File: config.mk
export PLATFORM = sky130hd
export DESIGN_NAME = ps2_scancode_receiver
export DESIGN_NICKNAME = d
export VERILOG_FILES = /design/src/rtl/ps2_scancode_receiver.sv
export SDC_FILE = /design/constraint.sdc
export NUM_CORES = 1
export LEC_CHECK = 0
export ABC_CLOCK_PERIOD_IN_PS = 2200
export CAP_MARGIN = 20
export CORE_MARGIN = 3
export CORE_UTILIZATION = 30
export CTS_BUF_LIST = sky130_fd_sc_hd__clkbuf_2 sky130_fd_sc_hd__clkbuf_4 sky130_fd_sc_hd__clkbuf_8
export CTS_CLUSTER_DIAMETER = 120
export DETAILED_ROUTE_END_ITERATION = 6
export PLACE_DENSITY_LB_ADDON = 0.1
export SLEW_MARGIN = 20
export SYNTH_ARGS = -nofsm -noshare
export SYNTH_HDL_FRONTEND = slang
export SYNTH_SLANG_ARGS = --single-unit
File: constraint.sdc
create_clock -name Clock -period 2.2 [get_ports Clock]
set_clock_uncertainty 0.2 [all_clocks]
set_input_delay 0.22 -clock Clock [delete_from_list [all_inputs] [get_ports Clock]]
set_output_delay 0.22 -clock Clock [all_outputs]
set_load 0.02 [all_outputs]
File: src/rtl/ps2_scancode_receiver.sv
// PS/2 keyboard receiver: synchronizes and deglitches the raw lines, deframes
// 11-bit frames and folds E0/F0 prefixes into decoded make/break scan events.
module ps2_scancode_receiver #(
  parameter int FILTER_LEN = 8,
  parameter int TIMEOUT    = 50000
) (
  input  logic       Clock,
  input  logic       Reset,
  input  logic       PS2_CLK,
  input  logic       PS2_DATA,
  output logic [7:0] oScanCode,
  output logic       oScanValid,
  output logic       oBreak,
  output logic       oExtended,
  output logic [7:0] oKeyCode,
  output logic       oParityError
);

  localparam int CNT_W = $clog2(TIMEOUT + 1);

  typedef enum logic [1:0] {IDLE, DATA, PARITY, STOP} stateT;

  logic [1:0]            clkSync, dataSync;
  logic [FILTER_LEN-1:0] filtReg;
  logic                  filtClk, fall, psData;
  stateT                 state, stateNext;
  logic [2:0]            bitCnt;
  logic [7:0]            shiftReg;
  logic                  parityBit;
  logic [CNT_W-1:0]      idleCnt;
  logic                  timeout, frameDone, frameGood;
  logic                  extPend, brkPend;

  assign psData = dataSync[1];

  // Lines idle high, so the sync and filter chains reset to ones.
  always_ff @(posedge Clock or posedge Reset) begin
    if (Reset) begin
      clkSync  <= 2'b11;
      dataSync <= 2'b11;
      filtReg  <= '1;
      filtClk  <= 1'b1;
      fall     <= 1'b0;
    end else begin
      clkSync  <= {clkSync[0], PS2_CLK};
      dataSync <= {dataSync[0], PS2_DATA};
      filtReg  <= {filtReg[FILTER_LEN-2:0], clkSync[1]};
      fall     <= 1'b0;
      if (&filtReg) begin
        filtClk <= 1'b1;
      end else if (~|filtReg) begin
        filtClk <= 1'b0;
        fall    <= filtClk;
      end
    end
  end

  assign timeout   = (idleCnt == CNT_W'(TIMEOUT)) && (state != IDLE);
  assign frameGood = psData && (^{shiftReg, parityBit});

  always_comb begin
    stateNext = state;
    frameDone = 1'b0;
    if (fall) begin
      case (state)
        IDLE:    if (!psData) stateNext = DATA;
        DATA:    if (bitCnt == 3'd7) stateNext = PARITY;
        PARITY:  stateNext = STOP;
        STOP: begin
          stateNext = IDLE;
          frameDone = 1'b1;
        end
        default: stateNext = IDLE;
      endcase
    end else if (timeout) begin
      stateNext = IDLE;
    end
  end

  always_ff @(posedge Clock or posedge Reset) begin
    if (Reset) state <= IDLE;
    else       state <= stateNext;
  end

  always_ff @(posedge Clock or posedge Reset) begin
    if (Reset) begin
      bitCnt    <= 3'd0;
      shiftReg  <= 8'h00;
      parityBit <= 1'b0;
      idleCnt   <= '0;
    end else begin
      if (fall) begin
        idleCnt <= '0;
        case (state)
          IDLE:    bitCnt <= 3'd0;
          DATA: begin
            shiftReg[bitCnt] <= psData;
            bitCnt           <= bitCnt + 3'd1;
          end
          PARITY:  parityBit <= psData;
          default: ;
        endcase
      end else if (idleCnt != CNT_W'(TIMEOUT)) begin
        idleCnt <= idleCnt + CNT_W'(1);
      end
    end
  end

  // Prefix bytes only arm the pending flags; a bad frame leaves them alone.
  always_ff @(posedge Clock or posedge Reset) begin
    if (Reset) begin
      oScanCode    <= 8'h00;
      oScanValid   <= 1'b0;
      oBreak       <= 1'b0;
      oExtended    <= 1'b0;
      oKeyCode     <= 8'h00;
      oParityError <= 1'b0;
      extPend      <= 1'b0;
      brkPend      <= 1'b0;
    end else begin
      oScanValid   <= 1'b0;
      oParityError <= 1'b0;
      if (frameDone) begin
        if (!frameGood) begin
          oParityError <= 1'b1;
        end else if (shiftReg == 8'hE0) begin
          extPend <= 1'b1;
        end else if (shiftReg == 8'hF0) begin
          brkPend <= 1'b1;
        end else begin
          oScanCode  <= shiftReg;
          oBreak     <= brkPend;
          oExtended  <= extPend;
          oScanValid <= 1'b1;
          extPend    <= 1'b0;
          brkPend    <= 1'b0;
          if (!brkPend)                  oKeyCode <= shiftReg;
          else if (shiftReg == oKeyCode) oKeyCode <= 8'h00;
        end
      end
    end
  end

endmodule

==> run summary, run 1 <==
Synth area leader: dfrtp_1
CP Buf/Inv Count: 1
setup TNS: -3.08 ns
gp weighted congestion: 0.729
min-delay src: PS2_DATA
Slew Viols, Final: 0
Switching Fraction: 25.7%
WP data arrival: 2.45 ns
DRC violations left: 0
Tot GR Track Use: 12.3%
CP top delay family: XOR/XNOR gates
hold crit path type: in -> reg
leakage: 1.65 nW
clk_lat worst skew: 0.35 ns
endpoints failing setup: 17
DRT Wirelength: 6.25 mm
Mapped Nets: 273
design area: 3800 µm²
Area growth syn-to-layout: 24.6%
HPWL Detailed: 4.35 mm
Die Footprint: 11,400 µm²
maxcap violations: 0
Syn Std Cell Area: 3050 µm²
crit path from: parityBit
proportion of power drawn by combinational gates: 4.8%
# rows: 36
P_sw: 644 µW
CTS buffer count: 9
Vias/cell: 4.74
final period utilization: 110%
Final nets: 320
Pre-antenna DRT Iters: 3
syn avg cell area: 11.7 µm²
port buffer count: 23
WP data required: 2.23 ns
RSZ-0062 raised after global routing: true
cell-internal power: 1.86 mW
Worst R2R Path Depth: 7
remaining global-route overflow: 0
Yosys top cell area share: 43.5%
Setup crit end kind: register
core area: 9820 µm²
Setup Crit Path Kind: reg -> reg
Flop pwr share: 53.5%
commonest non-fill, non-tap cells in the layout: 53 x dfrtp_1, 23 x nor2_1, 23 x clkdlybuf4s50_1
I/O Pins: 24
n_diodes: 0
CTS tree: done
final hold vios: 0
antenna-violating nets left: 0
Die W: 107 µm
DRT iter0 DRCs: 61
Netlist cell types: 45
worst setup margin: -0.213 ns
Root Buffer Master: clkbuf_8
Die H: 107 µm
DP Area: 3560 µm²
worst-path fanout max: 11
first-pass GRT wire length: 11.0 mm
clock tree buffer depth: 2
Startpoint Class: register
slowest stage delay, CP: 0.43 ns
CTS Sinks: 66
Clk network pwr share: 41.8%
status: finished, violations left
Worst Hold Depth: 1
Reg2Reg Launch Point: parityBit
clk slew on worst S/H paths: 0.08 ns
Layout Cells excl Fill: 446
register bit total from synthesis: 66
worst-margin pin slew: 0.593 ns
share of post-route cells with drive strength above 1: 22.4%
DR WL/cell: 14.0 µm
failing checks: negative setup slack
most common cell after layout, fill and taps aside: dfrtp_1
Tmin final: 2.41 ns
slowest stage cell, crit path: xnor3_1
instance count on the critical path: 7
Max-slew headroom: 60.2%
Cells after Synth: 261
CP cell instances: xnor2_1 -> xnor3_1 -> mux2i_1 -> o41ai_2 -> or2_1 -> buf_6 -> mux2_4
Area contributors post-synth: dfrtp_1 43%, dfstp_2 11%, mux2_4 4.4%
dpl ws: -0.235 ns
largest net degree at the start of global routing: 26
DR vias: 2,115
initial antenna violation count: 0
yosys warns: 0
Post-Place Cells: 428
sequential area share after synthesis: 54.7%
number of global-route vias before repair: 2,199
Power Density: 660 nW/µm²
Peak supply drop: 0.429 mV
number of H-tree levels: 3
Max Freq: 414 MHz
R2R Setup Slk: -0.21 ns
initial core utilization: 31.1%
-- power groups by stage --
stage | logic [mW] | registers (mW) | clock network [mW]
2_1_floorplan | 0.0932 | 1.35 | 0
3_3_place_gp | 0.122 | 1.37 | 0
3_5_place_dp | 0.123 | 1.37 | 0
4_1_cts | 0.125 | 1.34 | 1.10
5_1_grt | 0.147 | 1.36 | 1.14
6_report | 0.120 | 1.34 | 1.05
-- cells in the mapped netlist (all sizes together) --
library cell	number
dfrtp	53
nor2	23
nand2	19
o21ai	16
xnor2	15
dfstp	13
a32o	12
mux2	11
nand3	10
xor2	10
inv	9
ha	8
buf	7
a21oi	6
nand4	6
o31ai	5
and3	4
nor3	4
clkbuf	3
nand2b	3
nor4	3
nand4b	2
or2	2
or3	2
xnor3	2
a21bo	1
a31oi	1
a41oi	1
and4	1
mux2i	1
nand3b	1
nor2b	1
nor4b	1
nor4bb	1
o211a	1
o21a	1
o41ai	1
xor3	1
-- through the flow --
stage	util, %	hold slack [ns]	power [mW]
floorplan	-	0.0245	1.44
detailed placement	36.2	0.147	1.49
CTS	38.6	0.0476	2.57
global route	38.7	0.0427	2.65
finish	38.7	0.0730	2.51
global placement	36.2	0.147	1.49
-- registers in the layout, indices dropped and copies added, names as in the netlist, 2 cells and up --
| register | cells |
|---|---|
| oKeyCode | 8 |
| shiftReg | 8 |
| oScanCode | 8 |
| bitCnt | 3 |
| state | 2 |
| idleCnt | 16 |
| filtReg | 8 |
| dataSync | 2 |
| clkSync | 2 |
-- layout make-up --
type | instances | area (µm²)
clock buffer | 9 | 124
clock inverter | 7 | 75.1
fill | 1018 | 6020
inverter | 9 | 33.8
multi-input combinational | 176 | 1320
sequential | 66 | 1670
tap | 133 | 166
timing repair buffer | 46 | 417
-- logic make-up (layout without fill, tap and decap cells) --
family	after synthesis	after routing	share of synthesized area (%)
xor+xnor	28	28	9.72
buf+inv	19	71	2.66
flops	66	66	54.7
simple gates	83	83	13.5
fa+ha+maj	8	8	3.28
mux	12	12	5.49
compound gates	45	45	10.7
-- layer usage --
metal  vias up  global-route usage, %  part of all wire, %
met5         -                      0                    0
met4         0                   5.21                  1.9
met3        12                   3.37                  3.4
met2        24                   19.3                   46
met1      1055                   15.9                   48
li1       1024                      -                    -
-- repair_timing --
action | 4_1_cts | 5_1_grt
endpoints found under the setup margin | 17 | 19
hold endpoints to repair | 7 | 0
setup buffers | 1 | 0
hold buffers | 1 | 0
resized for setup | 4 | 1
pin swaps | 0 | 1
-- final timing paths --
| check | to |
|---|---|
| max | oScanCode[6] |
| min | dataSync[0] |
| max reg2reg | oScanCode[6] |
| min reg2reg | dataSync[1] |
| max in group asynchronous | oKeyCode[3] |
| min in group asynchronous | idleCnt[3] |
Power figures use the tool's default switching activity.
==> run 2: changes to the inputs <==
--- a/config.mk
+++ b/config.mk
@@ -13,6 +13,7 @@
 export CTS_CLUSTER_DIAMETER = 120
 export DETAILED_ROUTE_END_ITERATION = 6
 export PLACE_DENSITY_LB_ADDON = 0.1
+export SKIP_LAST_GASP = 1
 export SLEW_MARGIN = 20
 export SYNTH_ARGS = -nofsm -noshare
 export SYNTH_HDL_FRONTEND = slang
==> run 2 against run 1 <==
Against the previous run:
- non-clock buffer count increased by 3
- final area increased by 0.76%
- fmax increased by 0.93%
- the run still ends with negative setup slack left
- via count increased by 0.14%
- largest power group unchanged
- highest routed layer unchanged
==> run summary, run 2 (synthesized netlist as in run 1, its figures left out) <==
Worst Hold Depth: 1 (unchanged)
Slew Viols, Final: 0 (unchanged)
initial antenna violation count: 0 (unchanged)
leakage: 1.67 nW (was 1.65 nW)
Startpoint Class: register (unchanged)
Hold Slack: 0.0734 ns (was 0.0730 ns)
design area: 3830 µm² (was 3800 µm²)
I/O Pins: 24 (unchanged)
DRC violations left: 0 (unchanged)
failing checks: negative setup slack (unchanged)
filler cell count: 1,016 (was 1,018)
DP Area: 3560 µm² (unchanged)
Max Freq: 418 MHz (was 414 MHz)
n_diodes: 0 (unchanged)
Vias/cell: 4.72 (was 4.74)
core area: 9820 µm² (unchanged)
Power Density: 654 nW/µm² (was 660 nW/µm²)
Die H: 107 µm (unchanged)
Max-slew headroom: 59.4% (was 60.2%)
worst-margin pin slew: 0.605 ns (was 0.593 ns)
clock tree buffer depth: 2 (unchanged)
maxcap violations: 0 (unchanged)
RSZ-0062 raised after global routing: true (unchanged)
Die W: 107 µm (unchanged)
Peak supply drop: 0.429 mV (about the same)
number of H-tree levels: 3 (unchanged)
Die Footprint: 11,400 µm² (unchanged)
Setup crit end kind: register (unchanged)
CTS buffer count: 9 (unchanged)
Pre-antenna DRT Iters: 4 (was 3)
Reg2Reg Launch Point: parityBit (unchanged)
setup TNS: -3.06 ns (was -3.08 ns)
Tot GR Track Use: 12.3% (unchanged)
hold crit path type: in -> reg (unchanged)
CTS Sinks: 66 (unchanged)
number of flip-flops under the largest register name: 16 (unchanged)
commonest non-fill, non-tap cells in the layout: 53 x dfrtp_1, 23 x clkdlybuf4s50_1, 22 x nor2_1, 22 x buf_4, 19 x nand2_1 (was 53 x dfrtp_1, 23 x nor2_1, 23 x clkdlybuf4s50_1)
Root Buffer Master: clkbuf_8 (unchanged)
number of global-route vias before repair: 2,199 (unchanged)
WP data required: 2.23 ns (about the same)
share of post-route cells with drive strength above 1: 24.1% (was 22.4%)
gp weighted congestion: 0.729 (unchanged)
DRT iter0 DRCs: 73 (was 61)
DR vias: 2,118 (was 2,115)
largest net degree at the start of global routing: 26 (unchanged)
worst-path fanout max: 6 (was 11)
crit path from: parityBit (unchanged)
DR WL/cell: 14.1 µm (was 14.0 µm)
remaining global-route overflow: 0 (unchanged)
Worst R2R Path Depth: 8 (was 7)
Setup Crit Path Kind: reg -> reg (unchanged)
worst setup margin: -0.190 ns (was -0.213 ns)
status: finished, violations left (unchanged)
most common cell after layout, fill and taps aside: dfrtp_1 (unchanged)
min-delay src: PS2_DATA (unchanged)
antenna-violating nets left: 0 (unchanged)
Tmin final: 2.39 ns (was 2.41 ns)
CTS tree: done (unchanged)
largest register by flop count: idleCnt (unchanged)
final period utilization: 109% (was 110%)
endpoints failing setup: 18 (was 17)
port buffer count: 23 (unchanged)
# rows: 36 (unchanged)
WP data arrival: 2.42 ns (was 2.45 ns)
final hold vios: 0 (unchanged)
Area growth syn-to-layout: 25.5% (was 24.6%)
first-pass GRT wire length: 11.0 mm (unchanged)
HPWL Detailed: 4.35 mm (unchanged)
initial core utilization: 31.1% (unchanged)
clk slew on worst S/H paths: 0.08 ns (about the same)
DRT Wirelength: 6.32 mm (was 6.25 mm)
Final nets: 323 (was 320)
clk_lat worst skew: 0.34 ns (was 0.35 ns)
run 2: changes by cell type in the layout (fill, tap and decap cells not counted), sizes merged:
cell and delta:
buf +3
run 2: area by class of cell:
type	instances	area, µm²	share of cell area, %
Timing Repair Buffer	49	437	11.4
Sequential cell	66	1670	43.5
Clock inverter	7	75.1	1.96
Inverter	9	33.8	0.882
Tap cell	133	166	4.34
Clock buffer	9	124	3.23
Multi-Input combinational cell	176	1330	34.6
run 2: routing by layer:
layer / wire length [µm] / global-route usage (%)
met1: 3060 / 15.9
met2: 2920 / 19.3
met3: 221 / 3.37
met5: 0 / 0
met4: 119 / 5.21
run 2: report_power, final:
group | switching, mW | internal, mW
logic | 0.0659 | 0.0541
clock network | 0.513 | 0.532
registers | 0.0626 | 1.28
run 2: worst paths after layout:
| kind | endpoint | slack [ns] |
|---|---|---|
| hold / removal | dataSync[0] | 0.07 |
| max in group asynchronous | oKeyCode[3] | 0.61 |
| hold reg to reg | dataSync[1] | 0.16 |
| setup reg to reg | oScanCode[6] | -0.19 |
| setup / recovery | oScanCode[6] | -0.19 |
| min in group asynchronous | idleCnt[3] | 0.54 |
run 2: critical path, cell delays in order (launching register included):
cell	delay, ns
dfrtp_1	0.40
buf_4	0.15
xor3_1	0.35
xnor3_2	0.27
nand4b_1	0.13
o41ai_2	0.09
or2_4	0.27
buf_6	0.15
mux2_4	0.29
run 2: through the flow:
stage | power (mW) | util (%) | std cells | setup slack (ns)
2_1_floorplan | 1.44 | - | 261 | -0.135
3_3_place_gp | 1.49 | 36.2 | 428 | -0.186
3_5_place_dp | 1.49 | 36.2 | 428 | -0.235
4_1_cts | 2.57 | 38.6 | 446 | -0.228
5_1_grt | 2.65 | 39.0 | 449 | -0.288
6_report | 2.51 | 39.0 | 449 | -0.190
run 2: what timing repair did:
action                     in CTS  in global routing
hold buffers                    1                  0
hold endpoints to repair        7                  0
buffers inserted                1                  2
resized for setup               3                  5
cloned                          0                  1
pin swaps                       0                  1
setup endpoints to repair      17                 19
